===== config.mk =====
export PLATFORM = sky130hd
export DESIGN_NAME = multi_cycle_mul
export DESIGN_NICKNAME = d
export VERILOG_FILES = /design/src/rtl/multi_cycle_mul.sv
export SDC_FILE = /design/constraint.sdc
export NUM_CORES = 1
export LEC_CHECK = 0
export ABC_AREA = 1
export BUFFER_PORTS_ARGS = -buffer_cell sky130_fd_sc_hd__buf_4
export CORE_MARGIN = 4
export CORE_UTILIZATION = 35
export CTS_CLUSTER_DIAMETER = 40
export CTS_CLUSTER_SIZE = 28
export DETAILED_ROUTE_END_ITERATION = 10
export MAX_ROUTING_LAYER = met4
export PLACE_DENSITY_LB_ADDON = 0.2
export SYNTH_ARGS = -nofsm -noshare
export SYNTH_HDL_FRONTEND = slang
export SYNTH_SLANG_ARGS = --single-unit
export TNS_END_PERCENT = 10

===== constraint.sdc =====
create_clock -name clk -period 6.2 [get_ports clk]
set_input_delay 0.93 -clock clk [delete_from_list [all_inputs] [get_ports clk]]
set_output_delay 0.93 -clock clk [all_outputs]
set_load 0.005 [all_outputs]

===== src/rtl/multi_cycle_mul.sv =====
// multi_cycle_mul: iterative radix-4 Booth multiplier, 64x64 -> 128 bits, valid/ready handshake.
// Optional build macro MUL_FAST32_EN: 32-bit ops run 17 steps on 34-bit operands.
module multi_cycle_mul (
  input  logic         clk,
  input  logic         rst,
  input  logic         valid,
  input  logic [1:0]   mul_signed,
  input  logic         mul_32,
  input  logic [63:0]  rs1_data,
  input  logic [63:0]  rs2_data,
  output logic         ready,
  output logic [127:0] mul_result
);

  localparam int unsigned OpW  = 66;
  localparam int unsigned AddW = 68;
  localparam logic [6:0]  DoneFull = 7'd34;
`ifdef MUL_FAST32_EN
  localparam logic [6:0]  DoneFast = 7'd18;
`endif

  typedef enum logic [2:0] {
    BOOTH_ZERO,
    BOOTH_ADD_M,
    BOOTH_ADD_2M,
    BOOTH_SUB_M,
    BOOTH_SUB_2M
  } booth_op_e;

  logic [6:0]     counter_q, counter_d;
  logic [OpW-1:0] m_q, m_d;
  logic [OpW-1:0] p_q, p_d;
  logic [OpW-1:0] q_q, q_d;
  logic           qm1_q, qm1_d;
`ifdef MUL_FAST32_EN
  logic           fast_q, fast_d;
`endif

  logic [6:0]      done_cnt;
  booth_op_e       booth_op;
  logic [AddW-1:0] m_ext, m2_ext, addend, addend_x, p_ext, sum;
  logic            sub;
  logic [127:0]    full_result;

  // Sign/zero extension to the 66-bit datapath. A 32-bit op extended to 34 bits
  // has the same value as its 66-bit extension, so one form serves both modes.
  function automatic logic [OpW-1:0] extend_op(input logic [63:0] v,
                                               input logic        sgn,
                                               input logic        w32);
    logic [OpW-1:0] r;
    if (w32) r = {{34{sgn & v[31]}}, v[31:0]};
    else     r = {{2{sgn & v[63]}}, v};
    return r;
  endfunction

`ifdef MUL_FAST32_EN
  assign done_cnt = fast_q ? DoneFast : DoneFull;
`else
  assign done_cnt = DoneFull;
`endif

  // Booth recoding of the two low multiplier bits plus the guard bit.
  always_comb begin
    booth_op = BOOTH_ZERO;
    case ({q_q[1:0], qm1_q})
      3'b001, 3'b010: booth_op = BOOTH_ADD_M;
      3'b011:         booth_op = BOOTH_ADD_2M;
      3'b100:         booth_op = BOOTH_SUB_2M;
      3'b101, 3'b110: booth_op = BOOTH_SUB_M;
      default:        booth_op = BOOTH_ZERO;
    endcase
  end

  assign m_ext  = {{2{m_q[OpW-1]}}, m_q};
  assign m2_ext = {m_ext[AddW-2:0], 1'b0};
  assign p_ext  = {{2{p_q[OpW-1]}}, p_q};

  // NOTE: every always_comb output gets a default first so no path can infer a latch.
  always_comb begin
    addend = '0;
    sub    = 1'b0;
    case (booth_op)
      BOOTH_ADD_M:  addend = m_ext;
      BOOTH_ADD_2M: addend = m2_ext;
      BOOTH_SUB_M:  begin addend = m_ext;  sub = 1'b1; end
      BOOTH_SUB_2M: begin addend = m2_ext; sub = 1'b1; end
      default:      addend = '0;
    endcase
  end

  // Subtraction as ~x + 1, with the +1 folded in as the adder carry-in.
  assign addend_x = sub ? ~addend : addend;
  assign sum      = p_ext + addend_x + {{(AddW-1){1'b0}}, sub};

  always_comb begin
    counter_d = counter_q;
    m_d       = m_q;
    p_d       = p_q;
    q_d       = q_q;
    qm1_d     = qm1_q;
`ifdef MUL_FAST32_EN
    fast_d    = fast_q;
`endif
    if (!valid) begin
      counter_d = '0;
    end else if (counter_q == '0) begin
      m_d       = extend_op(rs1_data, mul_signed[1], mul_32);
      q_d       = extend_op(rs2_data, mul_signed[0], mul_32);
      p_d       = '0;
      qm1_d     = 1'b0;
      counter_d = 7'd1;
`ifdef MUL_FAST32_EN
      fast_d    = mul_32;
`endif
    end else if (counter_q == done_cnt) begin
      counter_d = '0;
      p_d       = '0;
      q_d       = '0;
      qm1_d     = 1'b0;
    end else begin
      // Arithmetic shift of {sum, Q, q_-1} right by two.
      p_d       = sum[AddW-1:2];
      q_d       = {sum[1:0], q_q[OpW-1:2]};
      qm1_d     = q_q[1];
      counter_d = counter_q + 7'd1;
    end
  end

  // NOTE: every state register, multiplicand included, is cleared by reset so an
  // aborted op leaves nothing behind; sequential state uses non-blocking assignments.
  always_ff @(posedge clk) begin
    if (rst) begin
      counter_q <= '0;
      m_q       <= '0;
      p_q       <= '0;
      q_q       <= '0;
      qm1_q     <= 1'b0;
`ifdef MUL_FAST32_EN
      fast_q    <= 1'b0;
`endif
    end else begin
      counter_q <= counter_d;
      m_q       <= m_d;
      p_q       <= p_d;
      q_q       <= q_d;
      qm1_q     <= qm1_d;
`ifdef MUL_FAST32_EN
      fast_q    <= fast_d;
`endif
    end
  end

`ifdef MUL_FAST32_EN
  logic [67:0] acc34;
  assign acc34 = {p_q[33:0], q_q[OpW-1:32]};
  assign full_result = fast_q ? {{60{acc34[67]}}, acc34} : {p_q[61:0], q_q};
`else
  assign full_result = {p_q[61:0], q_q};
`endif

  assign ready      = (counter_q == done_cnt);
  assign mul_result = ready ? full_result : '0;

endmodule


==> qor.csv <==
metric,value,unit
hold_viol,0,
area_delta_synth_final,26.6,%
finalSetupTns,0,ns
critical_path.max_stage_delay,0.61,ns
worstMarginPinSlew,1.13,ns
htreeDepth,2,
synth_fp_nets,2565,
syn_area,15000,µm²
ys_async_sr_fraction,0,
yosysSeqAreaShare,0.273,
clk_root_buffer_cell,clkbuf_16,
synth_compound_area_frac,0.253,
yosysWarnings,0,
grt_usage,0.257,
rrSetupSlack,2.15,ns
setup-violations-final,0,
slew_violations,0,
cellLeakagePower,8.35,nW
yosys.area.top_type_share,0.273,
crit_family,compound AO/OA/AOI/OAI gates,
cts_buffers,47,
critPathBufInv,1,
cts_tree,built,
final_common_cell,nand2_1,
max_freq,247,MHz
synthSimpleGateAreaFrac,0.252,
synthAdderAreaFrac,0.0588,
dp.final_hpwl,46500,µm
syn_avg_cell_area,6.36,µm²
synth_top_family_by_area,compound AO/OA/AOI/OAI gates,
utilization,0.450,
synth_edf_count,0,
antenna_found_initial,1,
rsz0062_at_grt,no,
critPathRequiredTime,6.70,ns
synth-seq-cells,205,
fin_worst_skew,0.0164,ns
via_per_inst,5.21,
die_w,215,µm
muxShareOfSynthArea,0,
start_util,0.356,
boundaryPins,263,
r2r_start,q_q[0],
gr-total-overflow,0,
netlist_top_cells_area,"dfxtp_1, nand2_1, inv_1",
final_cell_mix,"nand2_1, inv_1, nor2_1",
grt_max_degree,79,
cp-startpoint,q_q[0],
clock_sinks,205,
postCtsSetupRepairBufs,0,
synth-main-ff-cell,dfxtp_1,
syn_inst,2361,
ant_nets,0,
globalplace.congestion,1.00,
nNetsFinal,2788,
first_iter_violations,972,
multi_input_area,9060,µm²
r2r-end,p_q[60],
reg2regPathDepth,16,
rows,75,
cp.arrival,4.55,ns
netlist.top_cell.by_area,dfxtp_1,
num-fill-cells,4503,
core,42200,µm²
wl,60300,µm
post_drt_wl_per_cell,19.1,µm
critPathMaxFanout,42,
io_buffers,262,
outcome,completed,
postCtsResizedCells,0,
drive_gt1_frac,0.163,
synthXorXnorAreaFrac,0.0385,
holdPathEnd,counter_q[6],
yosys.cell_types.count,49,
period_share,0.653,
crit_slowest_cell,nand2_2,
path_cells,nand2_1 -> nand2_1 -> nand2_2 -> buf_4 -> o22ai_1 -> xor2_1 -> ha_1 -> a21oi_1 -> o21ai_0 -> a21oi_1 -> o21ai_0 -> a21oi_1 -> nand2_1 -> nand2_1 -> nand2_1 -> o21ai_0,
vdd_drop_max,0.158,mV
vias,16400,
critPathLaunchType,flip-flop,
grt_pass1_wl,92500,µm
end_kind,flip-flop,
min_path_type,flip-flop to flip-flop,
die-area,46300,µm²
cts_hold_buf,0,
min-delay-start,counter_q[6],
drv_cap,0,
firstDrtPassIters,5,
cts.path.max_buffers,3,
slew_headroom,0.242,
hold_depth,2,
grt_pass1_vias,16400,
crit_path_frequent_cell,nand2_1,
die_h,215,µm
post-route-min-period,4.05,ns
seqCellArea,4100,µm²
power.density,245,nW/µm²
critPathKind,flip-flop to flip-flop,
clk-insertion-delay-late,0.58,ns
clk_pin_slew,0.04,ns
drc,0,
==> registers in the layout, indices dropped and copies added (netlist names) <==
name,count
p_q,66
q_q,66
m_q,65
counter_q,7
qm1_q,1
==> cell type report <==
cell class                 count  area share
multi-input combinational   1674       0.477
clock inverter                26      0.0184
timing repair buffer         277       0.109
inverter                     379      0.0750
tap                          539      0.0355
antenna                        1    0.000132
sequential                   205       0.216
clock buffer                  59      0.0690
==> worst max path at each step <==
stage                          to  slack [ns]  depth (start not counted)
finish                    p_q[60]        2.15                         16
global route              p_q[56]        1.82                         19
CTS                 mul_result[3]        2.16                          7
detailed placement        p_q[42]        2.31                         17
global placement          p_q[60]        2.32                         17
floorplan                 p_q[34]        3.35                         19
==> synth_stat cells (3+ instances only) <==
master / n
o32ai_1: 3
a221oi_1: 15
nor2_2: 3
o211ai_1: 3
xor2_1: 65
dfxtp_1: 205
a21boi_0: 6
ha_1: 69
o22ai_1: 81
o21ai_1: 10
nand2_2: 4
inv_1: 373
nand4_1: 10
nor4_1: 3
nor2_1: 337
a22oi_1: 49
inv_2: 6
o21ai_0: 135
o21ai_2: 5
nor3_1: 22
nand3_1: 79
o21a_1: 8
buf_1: 4
buf_6: 4
nand2_1: 453
a221oi_2: 32
or2_2: 3
nand3b_1: 7
buf_2: 24
a21o_1: 13
o21bai_1: 13
a21oi_2: 3
a31oi_1: 5
a21oi_1: 221
clkbuf_1: 69
==> cells by family (layout without fill, tap and decap cells) <==
family	Yosys count	in the layout
AOI/OAI and AO/OA	605	605
xor gates and xnor gates	66	66
adders and majority gates	70	70
buffers and inverters	482	741
DFF	205	205
other	0	1
and+or+nand+nor	933	933
==> metrics by stage <==
stage               setup slack (ns)  cell area (µm²)  hold slack [ns]  std cells  power [mW]
floorplan                       3.35            15000            0.433       2361        1.85
global route                    1.82            19000            0.490       3160        4.84
finish                          2.15            19000            0.466       3160        4.65
detailed placement              2.31            17300            0.454       3074        2.06
global placement                2.32            17300            0.445       3074        2.05
CTS                             2.16            19000            0.466       3159        4.70
==> power by group <==
part / total, mW / internal, mW / leakage, nW / switching (mW)
clock network: 2.61 / 1.75 / 0.809 / 0.858
registers: 1.43 / 1.39 / 1.68 / 0.0379
logic: 0.615 / 0.222 / 5.86 / 0.392
total: 4.65 / 3.36 / 8.35 / 1.29
==> per-layer routing <==
metal | share of wire | track usage
met2 | 0.45 | 0.405
met5 | 0 | -
met4 | 0.025 | 0.0717
met1 | 0.46 | 0.338
met3 | 0.062 | 0.0507
==> worst min-delay path, cell delays in order, from the launching register on <==
cell	delay (ns)
dfxtp_1	0.30
nand2_1	0.06
a21oi_1	0.05
No activity file was read; power rests on OpenSTA's default activity.
